==> config.mk <==
export PLATFORM = sky130hd
export DESIGN_NAME = mem_stage
export DESIGN_NICKNAME = d
export VERILOG_FILES = /design/src/rtl/mem_stage.sv
export SDC_FILE = /design/constraint.sdc
export NUM_CORES = 1
export LEC_CHECK = 0
export CORE_MARGIN = 1.5
export CORE_UTILIZATION = 30
export CTS_CLUSTER_SIZE = 24
export DETAILED_ROUTE_END_ITERATION = 6
export PLACE_DENSITY = 0.6
export SLEW_MARGIN = 0
export SYNTH_ARGS = -nofsm -noshare
export SYNTH_HDL_FRONTEND = slang
export SYNTH_SLANG_ARGS = --single-unit
==> constraint.sdc <==
create_clock -name clk -period 1.45 [get_ports clk]
set_input_delay 0.2175 -clock clk [delete_from_list [all_inputs] [get_ports clk]]
set_output_delay 0.2175 -clock clk [all_outputs]
set_load 0.03 [all_outputs]
==> src/rtl/mem_stage.sv <==
// MEM pipeline stage: EX/MEM register, data-memory handshake, writeback/branch outputs.
// Optional ACCESS timeout enabled by defining MEM_TIMEOUT_EN.
package mem_stage_pkg;

   typedef enum logic [1:0] {
      IDLE,
      ACCESS,
      RESP
   } state_t;

   typedef struct packed {
      logic        mem_write;
      logic        mem_to_reg;
      logic        reg_write;
      logic [31:0] alu_res;
   } ex_mem_t;

endpackage

module mem_stage
   import mem_stage_pkg::*;
(
   input  logic        clk,
   input  logic        rst_n,
   input  logic        ex_valid,
   output logic        ex_ready,
   input  logic        ex_mem_read,
   input  logic        ex_mem_write,
   input  logic        ex_mem_to_reg,
   input  logic        ex_reg_write,
   input  logic        ex_branch,
   input  logic        ex_alu_zero,
   input  logic [31:0] ex_alu_res,
   input  logic [31:0] ex_rt_data,
   input  logic [4:0]  ex_write_reg,
   input  logic [31:0] ex_pc_branch,
   output logic        pc_src,
   output logic [31:0] pc_branch,
   output logic        dmem_req,
   output logic        dmem_we,
   output logic [31:0] dmem_addr,
   output logic [31:0] dmem_wdata,
   input  logic        dmem_ack,
   input  logic [31:0] dmem_rdata,
   output logic        wb_valid,
   output logic        wb_reg_write,
   output logic [4:0]  wb_write_reg,
   output logic [31:0] wb_data,
   output logic        misalign,
   output logic        mem_err
);

   state_t  state;
   ex_mem_t em;

   logic accept;
   logic is_mem;
   logic aligned;
   logic mem_ok;
   logic mem_bad;
   logic rd_sel;

   assign ex_ready = (state == IDLE);
   assign accept   = ex_valid & ex_ready;
   assign is_mem   = ex_mem_read | ex_mem_write;
   assign aligned  = (ex_alu_res[1:0] == 2'b00);
   assign mem_ok   = is_mem & aligned;
   assign mem_bad  = is_mem & ~aligned;
   // A write wins over a read, so only pure loads return memory data.
   assign rd_sel   = em.mem_to_reg & ~em.mem_write;

`ifdef MEM_TIMEOUT_EN
   logic [7:0] tmo_cnt;
   logic       tmo_hit;
   assign tmo_hit = (tmo_cnt == 8'd254);
`else
   assign mem_err = 1'b0;
`endif

   always_ff @(posedge clk) begin
      if (!rst_n) begin
         state        <= IDLE;
         em           <= '0;
         pc_src       <= 1'b0;
         pc_branch    <= '0;
         dmem_req     <= 1'b0;
         dmem_we      <= 1'b0;
         dmem_addr    <= '0;
         dmem_wdata   <= '0;
         wb_valid     <= 1'b0;
         wb_reg_write <= 1'b0;
         wb_write_reg <= '0;
         wb_data      <= '0;
         misalign     <= 1'b0;
`ifdef MEM_TIMEOUT_EN
         mem_err      <= 1'b0;
         tmo_cnt      <= '0;
`endif
      end else begin
         wb_valid     <= 1'b0;
         wb_reg_write <= 1'b0;
         pc_src       <= 1'b0;
         misalign     <= 1'b0;
`ifdef MEM_TIMEOUT_EN
         mem_err      <= 1'b0;
`endif
         unique case (state)
            IDLE: begin
               if (accept) begin
                  em.mem_write  <= ex_mem_write;
                  em.mem_to_reg <= ex_mem_to_reg;
                  em.reg_write  <= ex_reg_write;
                  em.alu_res    <= ex_alu_res;
                  pc_src        <= ex_branch & ex_alu_zero;
                  pc_branch     <= ex_pc_branch;
                  wb_write_reg  <= ex_write_reg;
                  unique case (1'b1)
                     mem_ok: begin
                        state      <= ACCESS;
                        dmem_req   <= 1'b1;
                        dmem_we    <= ex_mem_write;
                        dmem_addr  <= ex_alu_res;
                        dmem_wdata <= ex_rt_data;
`ifdef MEM_TIMEOUT_EN
                        tmo_cnt    <= '0;
`endif
                     end
                     mem_bad: begin
                        misalign <= 1'b1;
                        wb_valid <= 1'b1;
                        wb_data  <= ex_alu_res;
                     end
                     default: begin
                        wb_valid     <= 1'b1;
                        wb_reg_write <= ex_reg_write;
                        wb_data      <= ex_alu_res;
                     end
                  endcase
               end
            end
            ACCESS: begin
               if (dmem_ack) begin
                  state        <= RESP;
                  dmem_req     <= 1'b0;
                  dmem_we      <= 1'b0;
                  wb_valid     <= 1'b1;
                  wb_reg_write <= em.reg_write;
                  wb_data      <= rd_sel ? dmem_rdata : em.alu_res;
               end
`ifdef MEM_TIMEOUT_EN
               else if (tmo_hit) begin
                  state    <= IDLE;
                  dmem_req <= 1'b0;
                  dmem_we  <= 1'b0;
                  mem_err  <= 1'b1;
               end else begin
                  tmo_cnt <= tmo_cnt + 8'd1;
               end
`endif
            end
            RESP: begin
               state <= IDLE;
            end
            default: begin
               state <= IDLE;
            end
         endcase
      end
   end

endmodule
==> results.md <==
- The run finished, with violations left.
- The final reports fail on setup timing.
- The startpoint identified for the worst register-to-register timing path is state[1].
- The y dimension of the die is 155 um.
- After clock tree synthesis, the clock-pin slew on the worst setup and hold paths is 70 ps.
- STA classifies the critical path startpoint as a flop.
- The final layout contains routed wiring with a total length of 23.6 mm.
- Summed over all failing endpoints, the final setup total negative slack is -14490 ps.
- The die covers 23900 um2.
- For this block, the initial DRC count from the detailed router was 295.
- The net count of the finished layout is 1253.
- The clock skew is 15.3 ps.
- Synthesis inferred 176 register bits.
- The worst setup path is captured at a flop.
- From synthesis to final layout, the design area changed by 67.1%.
- The hold-critical path endpoint is wb_reg_write.
- In the final layout, the share of cells above drive strength 1 is 13.4%.
- The total count of max-transition violations in the final report was 0.
- The post-synthesis instance total is 806.
- The number of violations of the max-capacitance limit is 0.
- The die boundary width is 155 um.
- The count of final hold-check violations is 0.
- The number of antenna violations at the first check in global routing is 0.
- Setup repair after global routing could not meet its margin everywhere.
- The cell depth of the worst min-delay path is 3.
- Setup slack on the critical path of the routed design comes to -201 ps.
- The logic depth of the worst register-to-register path is 7.
- Of all nets on the critical path, the largest fanout is 18.
- For this design the ratio of total power to cell area is between 1000 and 1500 nW/um2.
- Port buffering added 282 buffers.
- The register with the most flip-flops in the layout has 35 of them.
- The mean number of vias per cell is between 4 and 5.
- The pin count of the biggest net entering global routing is 73.
- After synthesis, flip-flops and latches occupy 51.1% of the total area.
- Clock tree synthesis selected as its root buffer the cell sky130_fd_sc_hd__clkbuf_16.
- The iteration count of the initial detailed-routing pass is 4.
- TritonCTS built the clock tree.
- The wire length per cell is approximately 17 um.
- The longest clock path from root to sink contains 2 buffers.
- The post-placement setup slack is -591 ps.
- Sequential cells burn 42.7% of the power.
- In the routed design, unresolved DRC markers number 0.
- The post-synthesis instance area is 6900 um2.
- The number of top-level design ports is 284.
- The min-delay analysis places its worst path in the category in2reg.
- Setup violations remaining at the end of the flow were counted as 173.
- Across all register-to-register paths, the minimum setup slack is -200 ps.
- The kind of critical path is reg2reg.
- The half-perimeter wire length after detailed placement is 15.5 mm.
- The number of global-route vias before repair is 6318.
- Of the total power, the share spent switching nets is 27.5%.
- The register area is roughly 3500 um2.
- The antenna diode count is 0.
- The slowest library cell on the worst path is sky130_fd_sc_hd__dfxtp_2.
- Clock tree synthesis found a total of 176 sinks.
- For the pin with the worst max-slew slack, the measured transition is 562 ps.
- After layout, the worst path uses 114% of the clock period.
- In this run, post-CTS hold repair placed 0 buffers.
- The final core area utilization is 51.1%.
- em holds more flip-flops than any other register.
- Global routing used 19.1% of the available tracks across all layers.
- At the worst endpoint, the arrival time is 1970 ps.
- Detailed routing inserted a total of approximately 6500 vias.
- The clock latency at the later pin of the worst-skew pair is 430 ps.
- The post-synthesis average cell area is 8.56 um2.
- The delay contributed by the slowest stage of the critical path is roughly 330 ps.
- The first-pass GRT wire length is approximately 35 mm.
- Among cell families on the critical path, the largest total delay comes from simple AND/OR/NAND/NOR gates.
- Counting the buffers created by CTS gives 17.
- The critical path goes through buf_6 > nor3b_4 > buf_4 > o31ai_2 > and3_4 > buf_12 > a22o_1.
- In the final layout, the multi-input gates occupy 3330 um2.
- Together, buffers and inverters on the worst path number 3.
- In this run the static leakage power is 4.92 nW.
- Headroom to the max-slew limit came out at 62.6%.
- Counting the fill cells in the layout gives 2179.
- The total internal power is between 8 and 9 mW.
- STA puts the critical path data required time at 1770 ps.
- For this run, the top clock speed supported by timing is 606 MHz.
- The area of the core is 22600 um2.
- The Yosys step of the flow raised 0 warnings.
- The H-tree was split into 4 levels.
- The endpoint of the most critical register-to-register path is wb_data[11].
- The number of nets in the synthesized netlist is 949.
- The analysis attributes to net switching a power of 3.35 mW.
- In this run the core area contains 55 standard-cell rows.
- After global routing the overflow that remains totals 0.
- The placer congestion estimate is 0.738.
- The final antenna-violating net count is 0.
- The clock network burns 38.9% of the power.
- Synthesis instantiated 27 different standard cells from the library.
- Combinational logic is responsible for 18.4% of the overall power.
- The worst ir drop on vdd is 0.000660 V.
- The startpoint identified for the worst hold timing path is rst_n.
- The clock period minus worst slack is 1650 ps.
- The initial core utilization is around 31%.
metrics by stage:
stage               total power [mW]  hold slack [ps]  std cells  area [um2]
finish                          12.2              207       1408       11500
global route                    12.7              219       1408       11500
CTS                             12.2              186       1401       11200
detailed placement              7.43              446       1358       10500
global placement                7.42              440       1358       10500
floorplan                       6.29              331        806        6950
synthesized netlist by cell type:
library cell               number  area share [%]
sky130_fd_sc_hd__nor3b_1        1            0.11
sky130_fd_sc_hd__o21ai_0       32             2.3
sky130_fd_sc_hd__a21boi_1      50             5.4
sky130_fd_sc_hd__o311ai_0       1            0.13
sky130_fd_sc_hd__conb_1         1           0.054
sky130_fd_sc_hd__buf_4          7            0.76
sky130_fd_sc_hd__nor2b_1        3            0.27
sky130_fd_sc_hd__nand3b_1       1            0.11
sky130_fd_sc_hd__a21boi_0      85             9.2
sky130_fd_sc_hd__buf_2         10            0.73
sky130_fd_sc_hd__clkbuf_1      40             2.2
sky130_fd_sc_hd__and3_1         4            0.36
sky130_fd_sc_hd__nor4_2         1            0.18
sky130_fd_sc_hd__or3b_1         1            0.13
sky130_fd_sc_hd__nor3_1         1           0.072
sky130_fd_sc_hd__o21a_1         1            0.11
sky130_fd_sc_hd__nor2_1         5            0.27
sky130_fd_sc_hd__inv_1          1           0.054
sky130_fd_sc_hd__nand3_1        3            0.22
sky130_fd_sc_hd__buf_1          7            0.38
sky130_fd_sc_hd__nand2_1      305              17
sky130_fd_sc_hd__nand2b_1       2            0.18
sky130_fd_sc_hd__mux2i_1       32             4.6
sky130_fd_sc_hd__o31ai_1        1            0.11
sky130_fd_sc_hd__dfxtp_1      176              51
sky130_fd_sc_hd__a22o_1        32             4.1
sky130_fd_sc_hd__a21oi_1        3            0.22
repair_timing:
action,CTS,global route
setup buffers,7,1
setup endpoints to repair,311,203
gates resized for setup,179,118
gates cloned,4,6
pin swaps,2,37
worst max-delay path by stage:
| stage | start | end | cells after the start |
|---|---|---|---|
| 2_1_floorplan | state[0] | dmem_we | 7 |
| 3_3_place_gp | ex_valid | pc_branch[13] | 5 |
| 3_5_place_dp | ex_valid | pc_branch[20] | 5 |
| 4_1_cts | state[0] | dmem_wdata[4] | 6 |
| 5_1_grt | state[1] | wb_data[11] | 7 |
| 6_report | state[1] | wb_data[11] | 7 |
final cells by class:
class	instances	share of cell area (%)
flip-flops and latches	176	30.6
clock buffers	20	3.87
clock inverters	12	1.30
well taps	285	3.09
inverters	1	0.0326
repair buffers	349	32.2
multi-input cells	565	28.9
cells by family after synthesis:
group	share of synthesized area, %
other cells	0.0544
simple gates	18.5
mux	4.64
flops	51.1
compound gates	21.6
buf+inv	4.10
cell usage in the layout, fill, tap and decap left out, drive strengths merged:
cell type      netlist  layout
a21boi             135     135
a21oi                3       3
a22o                32      32
and3                 4       4
buf                 24      62
bufinv               0       2
clkbuf              40      28
clkdlybuf4s15        0      28
clkdlybuf4s50        0     141
clkinv               0       4
clkinvlp             0       1
conb                 1       1
dfxtp              176     176
dlygate4sd2          0     110
inv                  1       6
mux2i               32      32
nand2              305     305
nand2b               2       2
nand3                3       3
nand3b               1       1
nor2                 5       5
nor2b                3       3
nor3                 1       1
nor3b                1       1
nor4                 1       1
o21a                 1       1
o21ai               32      32
o311ai               1       1
o31ai                1       1
or3b                 1       1
tightest hold or removal path, cell delays in order:
cell and delay, ps:
sky130_fd_sc_hd__buf_4 150, sky130_fd_sc_hd__nand2b_1 160, sky130_fd_sc_hd__a21oi_2 50
power groups by stage:
stage	Combinational [mW]	Sequential, mW	Clock [mW]
2_1_floorplan	0.623	5.67	0
3_5_place_dp	2.12	5.31	0
3_3_place_gp	2.11	5.31	0
6_report	2.24	5.20	4.73
4_1_cts	2.11	5.20	4.88
5_1_grt	2.40	5.23	5.07
routing by layer:
| layer | track usage, % | wire length [um] | share of wire [%] | vias up |
|---|---|---|---|---|
| li1 | - | - | - | 3281 |
| met1 | 24.2 | 10500 | 45 | 3010 |
| met2 | 30.9 | 10900 | 46 | 202 |
| met3 | 6.22 | 1770 | 7.5 | 21 |
| met4 | 5.68 | 310 | 1.3 | 0 |
| met5 | 0 | 0 | 0 | - |
No activity file was read; power rests on OpenSTA's default activity.
